===== src/rtl/adc_sar_seq_param.sv =====
// adc_sar_seq_param
//   SAR conversion sequencer with oversampling and majority-vote averaging.
//   Each conversion samples, then runs a binary search MSB->LSB driving trial
//   codes to the cap matrix. The low AVG_BITS decisions each take 2*avg+1
//   comparator votes and keep the majority. 2^osr conversions are summed and
//   the sum is presented left-justified in result_out.
//
// Ports
//   clk_dig_in       digital clock
//   rst              asynchronous active-high reset
//   start_in         start a run (honoured only in IDLE)
//   continuous_in    restart automatically after DONE (latched at start)
//   osr_cfg_in       log2 conversions per result (latched, clamped)
//   avg_cfg_in       votes per averaged bit = 2*avg+1 (latched)
//   comparator_in    1 = Vin >= trial code
//   sample_out       sampling switch enable
//   enable_loop_out  clock-loop enable (SAMPLE/CONVERT/ACCUM)
//   dac_code_out     trial code to the cap matrix
//   busy_out         state != IDLE
//   result_out       left-justified oversampled sum, updated only on DONE
//   result_valid_out one-cycle pulse in DONE
//   state_dbg        current FSM state
//
// Handshake: start_in is a level qualifier, accepted on the edge where the
// FSM is in IDLE; result_valid_out is a single-cycle strobe with no back
// pressure, result_out is stable from that cycle until the next DONE.
module adc_sar_seq_param #(
  parameter int RES          = 12,
  parameter int AVG_BITS     = 4,
  parameter int OSR_LOG2_MAX = 4,
  parameter int OUT_W        = 16,
  parameter int SAMPLE_CYC   = 1
) (
  input  logic             clk_dig_in,
  input  logic             rst,
  input  logic             start_in,
  input  logic             continuous_in,
  input  logic [2:0]       osr_cfg_in,
  input  logic [1:0]       avg_cfg_in,
  input  logic             comparator_in,
  output logic             sample_out,
  output logic             enable_loop_out,
  output logic [RES-1:0]   dac_code_out,
  output logic             busy_out,
  output logic [OUT_W-1:0] result_out,
  output logic             result_valid_out,
  output logic [2:0]       state_dbg
);

  localparam int SUM_W = RES + OSR_LOG2_MAX;
  localparam int CNT_W = OSR_LOG2_MAX + 1;
  localparam int IW    = $clog2(RES + 1);
  localparam int SCW   = $clog2(SAMPLE_CYC + 1);

  localparam logic [2:0]     OSR_MAX   = 3'(OSR_LOG2_MAX);
  localparam logic [IW-1:0]  AVG_I     = IW'(AVG_BITS);
  localparam logic [IW-1:0]  TOP_I     = IW'(RES - 1);
  localparam logic [SCW-1:0] SAMP_LAST = SCW'(SAMPLE_CYC - 1);
  localparam logic [7:0]     SHIFT_MAX = 8'(OUT_W - RES);
  localparam logic [RES-1:0] MSB_TRIAL = {1'b1, {(RES-1){1'b0}}};

  typedef enum logic [2:0] {
    S_IDLE    = 3'd0,
    S_SAMPLE  = 3'd1,
    S_CONVERT = 3'd2,
    S_ACCUM   = 3'd3,
    S_DONE    = 3'd4
  } state_t;

  state_t           state;
  logic [2:0]       osr_q;
  logic [1:0]       avg_q;
  logic             cont_q;
  logic [SCW-1:0]   samp_cnt;
  logic [IW-1:0]    bit_idx;
  logic [RES-1:0]   code;
  logic [2:0]       vote_ones;
  logic [2:0]       vote_taken;
  logic [SUM_W-1:0] sum;
  logic [CNT_W-1:0] conv_cnt;

  logic [2:0]       ones_next;
  logic [2:0]       taken_next;
  logic [2:0]       vote_n;
  logic             bit_done;
  logic             bit_val;
  logic [RES-1:0]   code_next;
  logic [RES-1:0]   trial_next;
  logic [SUM_W-1:0] sum_next;
  logic [CNT_W-1:0] cnt_next;
  logic             conv_last;
  logic [7:0]       shamt;
  logic [2:0]       osr_clamped;

  assign state_dbg = state;

  always_comb begin
    ones_next   = vote_ones + {2'b00, comparator_in};
    taken_next  = vote_taken + 3'd1;
    // Averaged bits take 2*avg+1 votes, which is just {avg,1}.
    vote_n      = (bit_idx < AVG_I) ? {avg_q, 1'b1} : 3'd1;
    bit_done    = (taken_next == vote_n);
    // Majority: strictly more than half of an odd vote count.
    bit_val     = (ones_next > (vote_n >> 1));
    code_next   = code | (bit_val ? (RES'(1) << bit_idx) : '0);
    trial_next  = (bit_idx == '0) ? '0 : (RES'(1) << (bit_idx - IW'(1)));
    sum_next    = sum + SUM_W'(code);
    cnt_next    = conv_cnt + CNT_W'(1);
    conv_last   = (cnt_next == (CNT_W'(1) << osr_q));
    shamt       = SHIFT_MAX - {5'd0, osr_q};
    osr_clamped = (osr_cfg_in > OSR_MAX) ? OSR_MAX : osr_cfg_in;
  end

  always_ff @(posedge clk_dig_in or posedge rst) begin
    if (rst) begin
      state            <= S_IDLE;
      osr_q            <= '0;
      avg_q            <= '0;
      cont_q           <= 1'b0;
      samp_cnt         <= '0;
      bit_idx          <= '0;
      code             <= '0;
      vote_ones        <= '0;
      vote_taken       <= '0;
      sum              <= '0;
      conv_cnt         <= '0;
      sample_out       <= 1'b0;
      enable_loop_out  <= 1'b0;
      dac_code_out     <= '0;
      busy_out         <= 1'b0;
      result_out       <= '0;
      result_valid_out <= 1'b0;
    end else begin
      case (state)
        S_IDLE: begin
          if (start_in) begin
            state           <= S_SAMPLE;
            osr_q           <= osr_clamped;
            avg_q           <= avg_cfg_in;
            cont_q          <= continuous_in;
            samp_cnt        <= '0;
            sample_out      <= 1'b1;
            enable_loop_out <= 1'b1;
            busy_out        <= 1'b1;
            dac_code_out    <= '0;
          end
        end
        S_SAMPLE: begin
          if (samp_cnt == SAMP_LAST) begin
            state        <= S_CONVERT;
            sample_out   <= 1'b0;
            bit_idx      <= TOP_I;
            code         <= '0;
            vote_ones    <= '0;
            vote_taken   <= '0;
            dac_code_out <= MSB_TRIAL;
          end else begin
            samp_cnt <= samp_cnt + SCW'(1);
          end
        end
        S_CONVERT: begin
          if (bit_done) begin
            code       <= code_next;
            vote_ones  <= '0;
            vote_taken <= '0;
            if (bit_idx == '0) begin
              state        <= S_ACCUM;
              dac_code_out <= code_next;
            end else begin
              bit_idx      <= bit_idx - IW'(1);
              dac_code_out <= code_next | trial_next;
            end
          end else begin
            vote_ones  <= ones_next;
            vote_taken <= taken_next;
          end
        end
        S_ACCUM: begin
          sum          <= sum_next;
          conv_cnt     <= cnt_next;
          dac_code_out <= '0;
          if (conv_last) begin
            state            <= S_DONE;
            result_out       <= OUT_W'(sum_next) << shamt;
            result_valid_out <= 1'b1;
            enable_loop_out  <= 1'b0;
          end else begin
            state      <= S_SAMPLE;
            samp_cnt   <= '0;
            sample_out <= 1'b1;
          end
        end
        S_DONE: begin
          sum              <= '0;
          conv_cnt         <= '0;
          result_valid_out <= 1'b0;
          if (cont_q) begin
            state           <= S_SAMPLE;
            samp_cnt        <= '0;
            sample_out      <= 1'b1;
            enable_loop_out <= 1'b1;
          end else begin
            state    <= S_IDLE;
            busy_out <= 1'b0;
          end
        end
        default: begin
          state            <= S_IDLE;
          sample_out       <= 1'b0;
          enable_loop_out  <= 1'b0;
          busy_out         <= 1'b0;
          result_valid_out <= 1'b0;
        end
      endcase
    end
  end

endmodule


===== config.mk =====
export PLATFORM = sky130hd
export DESIGN_NAME = adc_sar_seq_param
export DESIGN_NICKNAME = d
export VERILOG_FILES = /design/src/rtl/adc_sar_seq_param.sv
export SDC_FILE = /design/constraint.sdc
export NUM_CORES = 1
export LEC_CHECK = 0
export CORE_ASPECT_RATIO = 0.75
export CORE_MARGIN = 2
export CORE_UTILIZATION = 60
export CTS_CLUSTER_DIAMETER = 80
export DETAILED_ROUTE_END_ITERATION = 10
export HOLD_SLACK_MARGIN = 0.05
export PLACE_DENSITY = 0.78
export REMOVE_ABC_BUFFERS = 1
export SETUP_SLACK_MARGIN = 0.05
export SLEW_MARGIN = 25
export SYNTH_ARGS = -nofsm -noshare
export SYNTH_HDL_FRONTEND = slang
export SYNTH_SLANG_ARGS = --single-unit
export TNS_END_PERCENT = 30

===== constraint.sdc =====
create_clock -name clk_dig_in -period 4.8 [get_ports clk_dig_in]
set_clock_uncertainty 0.15 [all_clocks]
set_input_delay 0.72 -clock clk_dig_in [delete_from_list [all_inputs] [get_ports clk_dig_in]]
set_output_delay 0.72 -clock clk_dig_in [all_outputs]
set_load 0.02 [all_outputs]

======== Yosys cells after proc, flatten, opt, wreduce, memory -nomap -nowiden ========
Cells that the tools add are included.
word-level totals
  register bits ........................... 85
  input bits .............................. 10
  output and inout bits ................... 35
cells by class
  $add $sub $neg .......................... 7
  order comparisons ....................... 3
  eq/ne operators ......................... 15
  shift-type cells ........................ 4
  mux-type cells .......................... 46
  bitwise logic cells ..................... 6
  reductions and logical operators ........ 21
operators by type and width
  operator                                                            count
  12-bit 2-to-1 mux                                                   8
  12-bit one-hot mux with 4 select lines                              1
  16-bit one-hot mux with 2 select lines                              1
  3-bit 2-to-1 mux                                                    10
  12-bit bitwise OR                                                   2
  12-bit one-hot mux with 2 select lines                              1
  1-bit by 4-bit left shift with 12-bit output, first input constant  2
  4-bit AND reduction                                                 5
  2-bit != test, second input constant                                9
  16-bit by 12-bit adder with 16-bit output                           1
  16-bit by 8-bit left shift with 16-bit output                       1
  3-bit one-hot mux with 5 select lines                               1
  1-bit 2-to-1 mux                                                    12
  4-bit 2-to-1 mux                                                    3
  3-bit one-hot mux with 2 select lines                               2
  5-bit one-hot mux with 2 select lines                               1
  1-bit one-hot mux with 4 select lines                               2
  4-bit one-hot mux with 2 select lines                               1
  2-bit AND reduction                                                 4
  4-bit nonzero test                                                  2
  3-bit by 2-bit == test with 1-bit output, second input constant     2
  3-bit AND reduction                                                 2
  3-bit OR reduction                                                  2
  5-bit by 1-bit adder with 5-bit output, second input constant       1
  other kinds (22)                                                    26

======== Depth between registers and ports, before layout ========
Gate-level depths: netlist (run 1).
  depth after elaboration ................. 9
  mapped depth ............................ 14
  depth with buffers taken out ............ 11

======== Least setup slack after synthesis (run 1) ========
OpenSTA, ideal clock, no wires.
  path kind ............................... register -> register
  from .................................... register osr_q[0]
  to ...................................... register result_out[15]
  arrival ................................. 2.958 ns
  setup slack ............................. 1.597 ns
  cell stages (with the launch flop) ...... 13
  buffers on the path ..................... 2
  period minus slack after synthesis ...... 3.203 ns
  cells stage by stage .................... dfrtp_1 > buf_2 > clkinv_1 > clkbuf_1 > ha_1 > ha_1 > xor2_1 > xnor2_1 > or4_4 > nor4_4 > nor2b_1 > a31o_1 > a311oi_2
on the way
  cells in the longest elaborated chain, start to end .. 3
  elaborated cells on any way between the ends .. 5
  those cells by class .................... 1 x add/sub; 1 x eq/ne; 2 x shift; 1 x reduce/logical
RTL lines
  element                                                                                              line  text
  start, declared                                                                                      71    logic [2:0] osr_q;
  start signal, assigned                                                                               138   osr_q <= osr_clamped;
  parallel branches: the longest is 3 deep, another holds 3-bit by 3-bit subtractor with 4-bit output  n/a
  end signal, assigned                                                                                 184   result_out <= OUT_W'(sum_next) << shamt;
  end, declared                                                                                        45    output logic [OUT_W-1:0] result_out,
Several ways; the timed one is not identified.
A chain may end at the register's enable or synchronous reset.

======== Worst setup path in the final report (run 1) ========
  from .................................... register osr_q[0]
  to ...................................... register result_out[14]
Same word-level chain as after synthesis.

==> results of run 1 <==
[cells by family after synthesis]
| kind of cell | Yosys count |
|---|---|
| xor+xnor | 17 |
| simple gates | 212 |
| mux | 14 |
| fa+ha+maj | 30 |
| buf+inv | 56 |
| compound gates | 219 |
| flops | 84 |
[power breakdown]
group | leakage (nW) | switching, W | internal [W]
registers | 1.11 | 0.000192 | 0.000885
logic | 1.62 | 0.00127 | 0.000735
clock network | 0.155 | 0.000290 | 0.000465
[metal layers]
layer,routed length [um],share of wire,vias up,global-route usage
met5,0,0,-,0
li1,-,-,2379,-
met2,6200,0.42,242,0.453
met1,7020,0.48,2502,0.457
met3,1210,0.083,23,0.0800
met4,201,0.014,0,0.0767
[cell type report]
cell class / instances / area (um^2)
clock buffers: 10 / 239
repair buffers: 49 / 478
clock inverters: 4 / 73.8
inverters: 27 / 104
flip-flops and latches: 84 / 2100
well taps: 112 / 140
multi-input cells: 492 / 3240
fillers: 706 / 2630
[tightest hold or removal path, delay by kind of cell (launching register included)]
kind,cells,cell delay [ns]
compound gates,1,0.06
flops,1,0.34
simple gates,1,0.05
[worst min-delay path by stage]
stage,start,end,cells after the start
2_1_floorplan,sum[2]$_DFFE_PP0P_,sum[2]$_DFFE_PP0P_,2
3_3_place_gp,dac_code_out[10]$_DFFE_PP0P_,dac_code_out[10]$_DFFE_PP0P_,1
3_5_place_dp,dac_code_out[8]$_DFFE_PP0P_,dac_code_out[8]$_DFFE_PP0P_,1
4_1_cts,result_out[3]$_DFFE_PP0P_,result_out[3]$_DFFE_PP0P_,2
5_1_grt,result_out[3]$_DFFE_PP0P_,result_out[3]$_DFFE_PP0P_,2
6_report,result_out[3]$_DFFE_PP0P_,result_out[3]$_DFFE_PP0P_,2
[state kept, by name, summed over array words and instances (netlist names)]
signal and cells:
result_out 16, code 12, state_dbg 3, busy_out 1, sample_out 1, dac_code_out 12
osr_q 3, result_valid_out 1, sum 16, bit_idx 4, enable_loop_out 1, cont_q 1
vote_ones 3, avg_q 2, vote_taken 3, conv_cnt 5
[cells in the mapped netlist (9+ instances only)]
master and count:
sky130_fd_sc_hd__a21o_1 13, sky130_fd_sc_hd__a21oi_1 32, sky130_fd_sc_hd__a22o_1 21, sky130_fd_sc_hd__and2_1 10
sky130_fd_sc_hd__buf_2 9, sky130_fd_sc_hd__clkbuf_1 18, sky130_fd_sc_hd__dfrtp_1 84, sky130_fd_sc_hd__ha_1 29
sky130_fd_sc_hd__inv_1 24, sky130_fd_sc_hd__mux2i_1 9, sky130_fd_sc_hd__nand2_1 71, sky130_fd_sc_hd__nand2b_1 10
sky130_fd_sc_hd__nand3_1 17, sky130_fd_sc_hd__nor2_1 35, sky130_fd_sc_hd__nor2b_1 13, sky130_fd_sc_hd__nor3_1 11
sky130_fd_sc_hd__o211ai_1 9, sky130_fd_sc_hd__o21ai_0 74, sky130_fd_sc_hd__xnor2_1 11
[layout by cell type (no fill, tap or decap), types with 3 or more instances in the layout]
master,count
sky130_fd_sc_hd__ha_1,29
sky130_fd_sc_hd__a211oi_1,6
sky130_fd_sc_hd__nand4_1,4
sky130_fd_sc_hd__o221ai_1,4
sky130_fd_sc_hd__nor2b_1,13
sky130_fd_sc_hd__a22o_1,21
sky130_fd_sc_hd__a32oi_1,3
sky130_fd_sc_hd__xor2_1,5
sky130_fd_sc_hd__a2bb2oi_1,3
sky130_fd_sc_hd__o21ai_1,4
sky130_fd_sc_hd__mux2_2,5
sky130_fd_sc_hd__nor3_1,10
sky130_fd_sc_hd__buf_4,5
sky130_fd_sc_hd__o21ai_0,74
sky130_fd_sc_hd__nor2_1,35
sky130_fd_sc_hd__o211ai_1,9
sky130_fd_sc_hd__o2bb2ai_1,3
sky130_fd_sc_hd__a31oi_1,6
sky130_fd_sc_hd__xnor2_1,11
sky130_fd_sc_hd__nand2b_1,10
sky130_fd_sc_hd__and3_1,8
sky130_fd_sc_hd__o31ai_1,6
sky130_fd_sc_hd__and2_1,10
sky130_fd_sc_hd__a21o_1,13
sky130_fd_sc_hd__nor3b_1,5
sky130_fd_sc_hd__nand3_1,17
sky130_fd_sc_hd__o21a_1,6
sky130_fd_sc_hd__clkdlybuf4s50_1,44
sky130_fd_sc_hd__dfrtp_1,84
sky130_fd_sc_hd__nand3b_1,4
sky130_fd_sc_hd__a21oi_1,32
sky130_fd_sc_hd__nand2_1,71
sky130_fd_sc_hd__mux2i_1,9
sky130_fd_sc_hd__or3b_1,3
sky130_fd_sc_hd__inv_1,23
sky130_fd_sc_hd__or2_2,4
sky130_fd_sc_hd__clkbuf_16,9
[through the flow]
stage	area, um^2	worst slack (ns)	total power (W)
2_1_floorplan	5430	1.14	0.00240
3_5_place_dp	6060	1.21	0.00302
4_1_cts	6370	1.30	0.00380
6_report	6380	1.27	0.00384
5_1_grt	6380	1.02	0.00409
3_3_place_gp	6050	1.36	0.00296
==> summary by stage, run 1 <==
Status
The run finished with clean final reports.

Clocking
The cts-stage hold buffer count is 0. Post-CTS timing repair inserted 0 buffers for setup. The maximum number of buffers from clock root to sink is 2.

The insertion delay to the later sink of the worst-skew pair is 0.35 ns. The number of gates given a new drive strength after cts is 0. Buffers inserted during clock tree synthesis total 9. TritonCTS built the clock tree.

CTS placed an instance of sky130_fd_sc_hd__clkbuf_16 at the clock tree root. The sink count of the clock tree is 84. The clock-pin slew reported for the worst setup and hold paths after clock tree synthesis is 0.06 ns. The total number of H-tree levels is 3.

Setup path
In this run the worst setup path begins at osr_q[0]$_DFFE_PP0P_. The number of cells traversed by the worst register-to-register path is 11. The slowest stage of the critical path belongs to the cell sky130_fd_sc_hd__dfrtp_1. Along the worst path, the maximum fanout reaches 24. The type of destination of the critical path is a flip-flop. The number of logic stages on the critical path including buffering is 11. Grouping stages by cell kind, the critical path spends the most delay in simple AND/OR/NAND/NOR gates. STA puts the critical path data arrival time at 3.59 ns. The data required time of the critical path is 4.86 ns. In this run the critical register-to-register path is launched from osr_q[0]$_DFFE_PP0P_.

Traced cell by cell, the critical path runs through clkinv_1 > ha_1 > ha_1 > xor2_1 > xnor2_1 > or4_4 > nor2_2 > nand2_1 > buf_4 > a221oi_1 > a32oi_1. The most critical setup path has its endpoint at result_out[14]$_DFFE_PP0P_. The flop-to-flop setup slack is 1.27 ns. The endpoint of the worst register-to-register path is result_out[14]$_DFFE_PP0P_.

The count of buffer and inverter cells on the critical path is 2. The largest single stage delay on the critical path is 0.74 ns. The most numerous cell type found on the critical path is sky130_fd_sc_hd__ha_1.

The startpoint type of the worst setup path is a flip-flop. The path type of the worst setup path is flip-flop to flip-flop.

Placement
The number of port buffers is 44. Routability-driven placement finished with a final weighted congestion of 0.966. The cell count after placement is 764. The post-detailed-placement half-perimeter wirelength is 10700 um.

Synth
The proportion of synthesized area in mux cells is 0.0264. The total standard cell area after synthesis is 0.00556 mm^2. The main combinational cell family by area after synthesis is compound AO/OA/AOI/OAI gates. The proportion of synthesized flip-flops having asynchronous set or reset is 1.00. The Yosys warning count is 0. By area the synthesized netlist is led by sky130_fd_sc_hd__dfrtp_1 38%, sky130_fd_sc_hd__o21ai_0 6.7%, sky130_fd_sc_hd__ha_1 6.5%, sky130_fd_sc_hd__nand2_1 4.8%, sky130_fd_sc_hd__a22o_1 3.3%. The fraction of synthesized cell area in xor and xnor cells is 0.0282. In the synthesized netlist the dominant register cell turns out to be sky130_fd_sc_hd__dfrtp_1. The share of the synthesized area in the top cell type is 0.378.

Synthesis handed over a netlist of 632 instances. The area share of fa/ha/maj cells after synthesis is 0.0689. Yosys mapped a number of flops with a built-in enable equal to 0. A synthesized cell averages 8.79 um^2. Of the synthesized area, sequential elements account for 0.378. The post-synthesis cell type with the largest combined area is sky130_fd_sc_hd__dfrtp_1. The synthesized netlist contains 76 unique library cells.

Counting flops and latches in the post-synthesis netlist gives 84. Of the total synthesized cell area, the portion taken by AND, OR, NAND and NOR gates is 0.197. The compound-cell area share of the yosys netlist is 0.261.

Layout
The final-stage net count is 703. The area growth from synthesis to layout is 14.8%. The count of cells in the finished layout, fillers not included, comes to 778. The repair_antennas step left the layout with diodes totalling 0. The utilization after layout is 0.708. In the final layout, the share of cells above drive strength 1 is 0.0676.

STA
The sum of negative setup slack is 0 ns. The actual transition at the worst max-transition pin is 0.969 ns. Final hold analysis gives a worst-case slack of 0.330 ns. Headroom to the max-slew limit came out at 0.353. The final-report hold violation count is 0. Setup violations remaining at the end of the flow were counted as 0.

The final critical delay including setup and external delays is 3.53 ns. Static timing analysis puts the maximum clock frequency at 284 MHz. Setup repair after global routing left no endpoint under its margin.

The count of final max-slew check failures is 0. In the finished design, the share of the clock period the worst path needs comes to 0.735.

GRT
The number of global-route vias before repair is 4844. Entering global routing, the biggest net connects 52 pins. Summed over all layers, the global routing overflow is 0.

The global-route usage over all layers is 0.309. The first global-routing pass estimated 24600 um of wire. The initial antenna violation count is 0.

Detailed routing
The first detailed-routing pass took 9 iterations. The count of vias placed by the detailed router is 5146. After the first detailed-routing iteration, the DRC count stood at 589. The number of antenna-violating nets in the routed design is 0.

The average wire per standard cell is 18.8 um. After detailed routing, the number of remaining DRC violations is 0. The mean number of vias per cell is 6.61. The total wire length after detailed routing is 14600 um.

Die
The initial core utilization is 0.617. In this run the standard cell core region covers 0.00901 mm^2. The number of top-level pins is 45. The number of cell rows is 30. The vertical die dimension is 87.3 um.

The die covers 0.0101 mm^2. The horizontal extent of the die is 115 um.

Power
For this design the static power due to leakage is 2.88 nW. The total power per unit cell area is 602 mW/mm^2. Across the VDD grid, the largest voltage drop is 341 uV.

Hold path
The worst min-delay path category is flip-flop to flip-flop.

Run
The total of max-cap violations is 0.
(Power assumes the default switching activity.)
==> run 2: changes to the inputs <==
Settings changed: CORE_UTILIZATION 60 to 59, PLACE_DENSITY 0.78 to 0.77.
Clock period 4.8 ns to 3.4 ns, I/O delays scaled along.
==> summary by stage, run 2 (synthesized netlist as in run 1, its figures left out) <==
Setup path
The highest fanout seen on the critical path was 4 (-83%). The launching point of the worst reg2reg path is code[0]$_DFFE_PP0P_. The endpoint arrival time on the critical path came to 3.21 ns (-0.38 ns).

The type of destination of the critical path is a flip-flop. The path type of the worst setup path is flip-flop to flip-flop. The endpoint of the worst register-to-register path is result_out[15]$_DFFE_PP0P_. The data required time of the critical path was 3.49 ns (-1.37 ns). The number of cells traversed by the worst register-to-register path is 11 (unchanged). The flop-to-flop setup slack is 0.28 ns (-0.99 ns).

Walking the worst path, the cells encountered are ha_1 > inv_1 > fa_1 > nor2b_1 > o31a_1 > o21ai_0 > a211oi_1 > buf_4 > mux2i_1 > a31o_1 > a311oi_2. The launch point of the critical path is code[0]$_DFFE_PP0P_. The worst setup path is launched from a flip-flop. The slowest library cell on the worst path is sky130_fd_sc_hd__fa_1. The longest individual stage delay on the worst path is 0.39 ns (-0.35 ns). The critical path ends at result_out[15]$_DFFE_PP0P_.

Layout
The top cell types in the final layout, fill and taps aside, are 84 x sky130_fd_sc_hd__dfrtp_1, 74 x sky130_fd_sc_hd__o21ai_0, 71 x sky130_fd_sc_hd__nand2_1, 44 x sky130_fd_sc_hd__clkdlybuf4s50_1, 35 x sky130_fd_sc_hd__nor2_1. The cell area after layout is 0.00651 mm^2 (+2.1%). The fraction of layout instances using a drive strength above 1 is 0.0853 (+0.0177). The total inserted antenna cells is 0 (unchanged). The area growth from synthesis to layout is 17.2%. In the final layout, the registers with the most flip-flops are result_out x16, sum x16.

The library cell used most frequently in the layout, excluding fill and tap cells, is sky130_fd_sc_hd__dfrtp_1. The final standard cell count with taps included and fillers excluded came to 808 (+3.9%). The final-stage net count was 715 (+1.7%).

The utilization after layout came to 0.717 (+0.00916).

Status
The run finished with clean final reports.

Die
The core area is 0.00908 mm^2 (+0.83%). The vertical die dimension came to 88.0 um (+0.81%). The overall die area is 0.0102 mm^2 (+1.6%). The horizontal extent of the die was 116 um (+0.81%). The number of cell rows is 30 (unchanged).

The number of top-level pins was 45 (unchanged). The initial core utilization was 0.612 (-0.00510).

Detailed routing
The number of iterations in the first detailed-routing pass came to 5 (-4). The number of antenna-violating nets in the routed design was 0 (unchanged). The mean number of vias per cell is 6.34 (-4.1%). The count of vias placed by the detailed router was 5124 (-0.43%).

The number of violations reported at the end of detailed-routing iteration 0 was 532 (-9.7%). The total wire length after detailed routing was 14900 um (+1.6%). The average wire per standard cell came to 18.4 um (-2.2%). The number of design rule violations left after detail routing was 0 (unchanged).

GRT
The pin count of the biggest net entering global routing came to 47 (-9.6%). The first-pass GRT wire length is 24300 um (-1.3%). The number of global-route vias before repair is 4807 (-0.76%). The global-route usage over all layers came to 0.305 (-0.00435). The remaining global-route overflow is 0 (unchanged). The initial antenna violation count is 0 (unchanged).

Placement
The post-detailed-placement half-perimeter wirelength is 11000 um (+2.9%). The final weighted congestion of routability-driven global placement is 0.941 (-2.7%). The area of placed instances is 0.00618 mm^2 (+1.9%). The cell count after placement was 792 (+3.7%). The number of port buffers is 44 (unchanged).

Clocking
The total CTS buffers is 9 (unchanged). The total number of H-tree levels is 3 (unchanged). The sink count of the clock tree was 84 (unchanged).

The number of gates given a new drive strength after cts is 0 (unchanged). The insertion delay to the later sink of the worst-skew pair came to 0.34 ns (about the same). The maximum number of buffers from clock root to sink is 2 (unchanged). The cts-stage hold buffer count was 0 (unchanged). The buffer type at the clock tree root is sky130_fd_sc_hd__clkbuf_16.

The clock-pin slew reported for the worst setup and hold paths after clock tree synthesis is 0.07 ns (about the same). The post-CTS setup buffer count was 0 (unchanged). TritonCTS built the clock tree.

STA
The portion of the clock cycle consumed by the worst path in the final layout is 0.917 (+0.182). The actual transition at the worst max-transition pin is 0.756 ns (-0.212 ns). The count of final max-slew check failures came to 0 (unchanged). The normalized max-slew margin was 0.496 (+0.143). The final-report hold violation count was 0 (unchanged). The maximum achievable frequency is 321 MHz (+13%).

The setup violation total in the final timing report is 0 (unchanged). Setup repair after global routing left no endpoint under its margin. The final hold slack came to 0.337 ns (+0.00728 ns). The final critical delay including setup and external delays is 3.12 ns (-0.411 ns).

Run
The total of max-cap violations is 0 (unchanged).

Power
The static leakage is 2.95 nW (+2.3%). The total power per unit cell area is 853 mW/mm^2 (+42%). The worst-case vdd ir drop came to 397 uV (+16%). The total power draw is 0.00556 W (+45%).

Hold path
The startpoint identified for the worst hold timing path is result_out[0]$_DFFE_PP0P_. The worst min-delay path category is flip-flop to flip-flop. The depth of the worst hold-timing path came to 2 (unchanged).
## run 2: changes by cell type in the layout (fill, tap and decap cells not counted), sizes merged
| cell | before | now |
|---|---|---|
| buf | 5 | 17 |
| clkinv | 3 | 4 |
| clkinvlp | 0 | 1 |
## run 2: worst min path at each step
stage                                       end  slack, ns
floorplan                    sum[2]$_DFFE_PP0P_       0.30
global placement    dac_code_out[8]$_DFFE_PP0P_       0.31
detailed placement  dac_code_out[8]$_DFFE_PP0P_       0.32
CTS                 dac_code_out[8]$_DFFE_PP0P_       0.34
global route        dac_code_out[8]$_DFFE_PP0P_       0.35
finish                result_out[0]$_DFFE_PP0P_       0.34
## run 2: per-stage QoR
step | TNS, ns | setup WS, ns
5_1_grt | 0 | 0.0838
2_1_floorplan | -0.915 | -0.259
3_5_place_dp | 0 | 0.167
4_1_cts | 0 | 0.353
3_3_place_gp | 0 | 0.305
6_report | 0 | 0.284
## run 2: area by class of cell
type | instances | area (um^2)
well taps | 128 | 160
clock inverters | 6 | 93.8
multi-input cells | 492 | 3230
clock buffers | 10 | 239
fillers | 725 | 2570
flip-flops and latches | 84 | 2100
repair buffers | 61 | 581
inverters | 27 | 103
## run 2: metal layers
metal | global-route usage | wire (um)
met5 | 0 | 0
met4 | 0.0628 | 189
met3 | 0.0768 | 1360
met2 | 0.450 | 6420
met1 | 0.454 | 6900
## run 2: critical path: cells and delay by family (launching register included)
family | cells | cell delay, ns
AND/OR/NAND/NOR | 1 | 0.20
adder cells (fa/ha/maj) | 2 | 0.61
AO/OA/AOI/OAI | 5 | 1.28
flip-flops | 1 | 0.37
multiplexers | 1 | 0.14
buffers and inverters | 2 | 0.26
## run 2: where the power goes
part | switching (W) | internal [W]
Clock | 0.000419 | 0.000670
Combinational | 0.00186 | 0.00111
Sequential | 0.000248 | 0.00125
